### src/rtl/ram_dp_burst_reader.sv
// Read-side burst engine for a dual-port RAM with asynchronous read.
// Streams a run of words starting at req_addr and wraps the address modulo DEPTH.
module ram_dp_burst_reader #(
  parameter int unsigned WIDTH     = 8,
  parameter int unsigned DEPTH     = 16,
  parameter int unsigned DEPTH_LOG = $clog2(DEPTH)
) (
  input  logic                 clk,
  input  logic                 rst,
  input  logic                 req_valid,
  output logic                 req_ready,
  input  logic [DEPTH_LOG-1:0] req_addr,
  input  logic [DEPTH_LOG:0]   req_len,
  output logic [DEPTH_LOG-1:0] ram_addr_rd,
  input  logic [WIDTH-1:0]     ram_data_rd,
  output logic                 out_valid,
  input  logic                 out_ready,
  output logic [WIDTH-1:0]     out_data,
  output logic                 out_last,
  output logic                 busy,
  output logic                 done
);

  localparam logic [0:0] StIdle = 1'b0;
  localparam logic [0:0] StRead = 1'b1;

  localparam logic [DEPTH_LOG-1:0] PtrMax = DEPTH_LOG'(DEPTH - 1);
  localparam logic [DEPTH_LOG:0]   RemOne = (DEPTH_LOG + 1)'(1);

  logic [0:0]           state_q, state_d;
  logic [DEPTH_LOG-1:0] ptr_q, ptr_d;
  logic [DEPTH_LOG:0]   remaining_q, remaining_d;
  logic                 out_valid_q, out_valid_d;
  logic [WIDTH-1:0]     out_data_q, out_data_d;
  logic                 out_last_q, out_last_d;
  logic                 done_q, done_d;
  logic                 load;

  // A new word may enter the output stage when it is empty or being drained.
  assign load = (remaining_q != '0) && (!out_valid_q || out_ready);

  always_comb begin
    state_d     = state_q;
    ptr_d       = ptr_q;
    remaining_d = remaining_q;
    out_valid_d = out_valid_q;
    out_data_d  = out_data_q;
    out_last_d  = out_last_q;
    done_d      = 1'b0;
    unique case (state_q)
      StIdle: begin
        if (req_valid) begin
          ptr_d       = req_addr;
          remaining_d = req_len;
          if (req_len != '0) begin
            state_d = StRead;
          end else begin
            done_d = 1'b1;
          end
        end
      end
      StRead: begin
        if (load) begin
          out_data_d  = ram_data_rd;
          out_valid_d = 1'b1;
          out_last_d  = (remaining_q == RemOne);
          ptr_d       = (ptr_q == PtrMax) ? '0 : ptr_q + 1'b1;
          remaining_d = remaining_q - 1'b1;
        end else if (out_valid_q && out_ready) begin
          out_valid_d = 1'b0;
          if (out_last_q) begin
            out_last_d = 1'b0;
            state_d    = StIdle;
            done_d     = 1'b1;
          end
        end
      end
      default: state_d = StIdle;
    endcase
  end

  always_ff @(posedge clk) begin
    if (rst) begin
      state_q     <= StIdle;
      ptr_q       <= '0;
      remaining_q <= '0;
      out_valid_q <= 1'b0;
      out_data_q  <= '0;
      out_last_q  <= 1'b0;
      done_q      <= 1'b0;
    end else begin
      state_q     <= state_d;
      ptr_q       <= ptr_d;
      remaining_q <= remaining_d;
      out_valid_q <= out_valid_d;
      out_data_q  <= out_data_d;
      out_last_q  <= out_last_d;
      done_q      <= done_d;
    end
  end

  assign req_ready   = (state_q == StIdle);
  assign busy        = (state_q == StRead);
  assign ram_addr_rd = ptr_q;
  assign out_valid   = out_valid_q;
  assign out_data    = out_data_q;
  assign out_last    = out_last_q;
  assign done        = done_q;

endmodule

### config.mk
export PLATFORM = sky130hd
export DESIGN_NAME = ram_dp_burst_reader
export DESIGN_NICKNAME = d
export VERILOG_FILES = /design/src/rtl/ram_dp_burst_reader.sv
export SDC_FILE = /design/constraint.sdc
export NUM_CORES = 1
export LEC_CHECK = 0
export BUFFER_PORTS_ARGS = -buffer_cell sky130_fd_sc_hd__buf_2
export CORE_MARGIN = 2
export CORE_UTILIZATION = 39
export CTS_CLUSTER_SIZE = 25
export DETAILED_ROUTE_END_ITERATION = 6
export PLACE_DENSITY = 0.78
export SYNTH_ARGS = -nofsm -noshare
export SYNTH_HDL_FRONTEND = slang
export SYNTH_SLANG_ARGS = --single-unit
### constraint.sdc
create_clock -name clk -period 2.15 [get_ports clk]
set_clock_uncertainty 0.05 [all_clocks]
set_input_delay 0.215 -clock clk [delete_from_list [all_inputs] [get_ports clk]]
set_output_delay 0.215 -clock clk [all_outputs]
set_load 0.02 [all_outputs]
==> results.tsv <==
stage	metric	value	unit
min_path	hold path endpoint	out_data[1]	
finish	fin nets	177	
routing	router iterations before antenna repair	4	
worst_setup_path	Worst EP required	2.28	ns
finish	layout cells sized above 1	0.3092	
floorplanning	Total Die Area	0.003026	sq mm
floorplanning	Core ar.	0.002477	sq mm
clock_network	clock sink count	21	
yosys	Synthesized Nets	139	
clock_network	Clock Path Buffers	2	
routing	final wirelength	2.470	mm
finish	fillcell total	249	
yosys	post-synth cell types	28	
worst_setup_path	critical path's largest stage delay	0.53	ns
place	Port-buffer cells	37	
clock_network	CTS hold repair buffers	0	
routing	drt initial violations	15	
worst_setup_path	reg-to-reg startpoint	remaining_q[0]	
timing	Slew @ Worst Pin	0.4066	ns
worst_setup_path	CP bufs+invs	1	
floorplanning	Die Ht	55.01	um
grt	GRT overflow	0	
finish	most frequent cells in the layout	buf_2, dfxtp_1, nor2_1	
timing	final hold slack	0.1021	ns
clock_network	# H-tree levels	1	
timing	# setup viols final	0	
yosys	Area contributors post-synth	dfxtp_1, mux2i_1, nor2_1	
routing	Vias	959	
yosys	top cell type's share of synthesized area	0.4143	
clock_network	# Post-CTS Setup Buffers	0	
clock_network	CTS clk-pin slew, worst paths	0.12	ns
grt	vias in the first global route	954	
power_and_ir_drop	Psw	0.3002	mW
timing	fin crit period	1.976	ns
yosys	cell count after synthesis	115	
timing	Final Max Slew Viols	0	
worst_setup_path	crit end category	flip-flop	
grt	GRT Overall Usage	0.1886	
timing	Slew headroom	0.7284	
finish	Util after Layout	0.5010	
yosys	syn_area_per_cell	8.824	sq um
finish	Area growth syn-to-layout	22.32	%
floorplanning	number of placement rows	18	
yosys	Cell Area, Synth	0.001015	sq mm
yosys	dominant cell type by area after synthesis	dfxtp_1	
timing	Final Hold Viols	0	
clock_network	Post-CTS Resized	0	
routing	routed vias/inst	5.269	
routing	DRC Markers	0	
power_and_ir_drop	peak supply drop	0.3815	mV
power_and_ir_drop	combinational power share	0.290	
worst_setup_path	worst reg-to-reg setup slack	0.17	ns
worst_setup_path	reg2reg end	remaining_q[0]	
power_and_ir_drop	Clock power frac	0.208	
status	outcome	complete, no violations	
grt	first-pass GRT wire length	4.105	mm
yosys	register bit count reported by yosys	21	
place	RePlAce Congestion	0.8038	
finish	leading cell type in the layout, fill and taps excluded	buf_2	
place	Placed Area	0.001215	sq mm
timing	setup TNS	0	ns
floorplanning	Chip Width	55.01	um
min_path	hold-critical path depth	3	
power_and_ir_drop	cell internal pwr	0.6046	mW
worst_setup_path	R2R depth	6	
power_and_ir_drop	Leak	0.5471	nW
worst_setup_path	delay-heaviest family, CP	compound AO/OA/AOI/OAI gates	
finish	antenna cells	0	
worst_setup_path	Startpoint Class	flip-flop	
clock_network	CTS tree	yes	
yosys	Seq/Total Area, Yosys	0.4143	
job	Max Cap Violations	0	
floorplanning	effective utilization at floorplan	0.4096	
power_and_ir_drop	Tot Pwr	0.9048	mW
min_path	min-delay worst type	in -> reg	
worst_setup_path	critical path class	reg -> reg	
worst_setup_path	CP cell instances	inv_1 > ha_1 > or4b_4 > a31o_1 > o21ai_0 > a221oi_2	
timing	RSZ-0062 raised after global routing	false	
timing	period utilization	0.9190	
finish	Design Area, Final	0.001241	sq mm
clock_network	CTS root buffer	clkbuf_4	
worst_setup_path	worst-path maximum fanout	10	
place	Post-DP HPWL	1.801	mm
worst_setup_path	CP arrival	2.11	ns
power_and_ir_drop	Switching Share	0.3318	
routing	Routed WL per cell	13.57	um
yosys	Yosys warnings	0	
worst_setup_path	Crit-path slowest cell	or4b_4	
power_and_ir_drop	Flop pwr share	0.502	
grt	largest net degree at the start of global routing	22	
power_and_ir_drop	Pwr Density	729.0	mW/mm^2
min_path	Hold Startpoint	ram_data_rd[1]	
clock_network	Clock Latency Late Sink	0.30	ns
floorplanning	I/O pins	38	
clock_network	CTS buffer count	3	
routing	Detail Route Antenna Nets	0	
grt	initial antenna violation count	0	
timing	Peak Freq	506.1	MHz
-- worst max path at each step --
| stage | startpoint | to | slack (ns) | cells past startpoint |
|---|---|---|---|---|
| after floorplan | remaining_q[0] | out_data[0] | 0.35 | 7 |
| after global placement | remaining_q[0] | remaining_q[0] | 0.27 | 6 |
| after detailed placement | remaining_q[0] | remaining_q[0] | 0.20 | 6 |
| after CTS | remaining_q[0] | remaining_q[0] | 0.18 | 6 |
| after global routing | remaining_q[0] | remaining_q[0] | 0.05 | 6 |
| final | remaining_q[0] | remaining_q[0] | 0.17 | 6 |
-- cells in the mapped netlist --
| master | n |
|---|---|
| nand4b_1 | 1 |
| a21o_1 | 1 |
| buf_6 | 2 |
| a21boi_0 | 1 |
| a211oi_1 | 4 |
| and3_2 | 1 |
| dfxtp_1 | 21 |
| a31oi_4 | 1 |
| nand2_1 | 9 |
| or4b_4 | 1 |
| a311oi_1 | 1 |
| nand3_1 | 4 |
| nor2b_1 | 2 |
| a221oi_2 | 1 |
| ha_1 | 3 |
| nor3_1 | 4 |
| nor2_1 | 17 |
| a21oi_1 | 11 |
| o21ai_0 | 6 |
| or2b_2 | 1 |
| a31o_1 | 1 |
| clkbuf_1 | 4 |
| o2bb2ai_1 | 2 |
| a22o_1 | 1 |
| a31oi_1 | 1 |
| inv_1 | 4 |
| o221ai_1 | 1 |
| mux2i_1 | 9 |
-- cells by family (layout without fill, tap and decap cells) --
kind of cell / Yosys count / in the layout / share of synthesized area
AOI/OAI and AO/OA: 32 / 32 / 0.2220
adders and majority gates: 3 / 3 / 0.03700
buffers and inverters: 10 / 47 / 0.05178
DFF: 21 / 21 / 0.4143
muxes: 9 / 9 / 0.08878
and+or+nand+nor: 40 / 40 / 0.1862
-- layer usage --
metal	vias up	part of all wire	global-route usage
li1	484	-	-
met1	435	0.46	0.2178
met2	36	0.48	0.3452
met3	4	0.052	0.04301
met4	0	0.0089	0.05285
met5	-	0	0
-- worst min-delay path: stages --
cell,delay (ns)
buf_2,0.08
mux2i_1,0.05
nor2_1,0.07
-- area by class of cell --
cell class                 count  area, sq um  share of cell area
clock buffer                   4        26.28             0.02117
inverter                       4        15.01             0.01210
multi-input combinational     84        541.8              0.4365
sequential                    21        420.4              0.3387
tap                           30        37.54             0.03024
timing repair buffer          39        200.2              0.1613
-- power groups by stage --
stage	registers, mW	logic [mW]	clock network [mW]
floorplan	0.489	0.160	0
global placement	0.459	0.250	0
detailed placement	0.462	0.261	0
CTS	0.454	0.263	0.193
global route	0.459	0.291	0.210
finish	0.454	0.262	0.189
-- sequential cells by signal, summed over array words and instances (netlist names) --
signal and flops:
out_last 1, out_valid 1, ram_addr_rd 4, remaining_q 5
busy 1, out_data 8, done 1
-- through the flow --
stage	std cells	setup WS, ns
6_report	182	0.1742
5_1_grt	182	0.05383
3_3_place_gp	178	0.2675
2_1_floorplan	115	0.3459
3_5_place_dp	178	0.2019
4_1_cts	182	0.1806
Power figures use the tool's default switching activity.
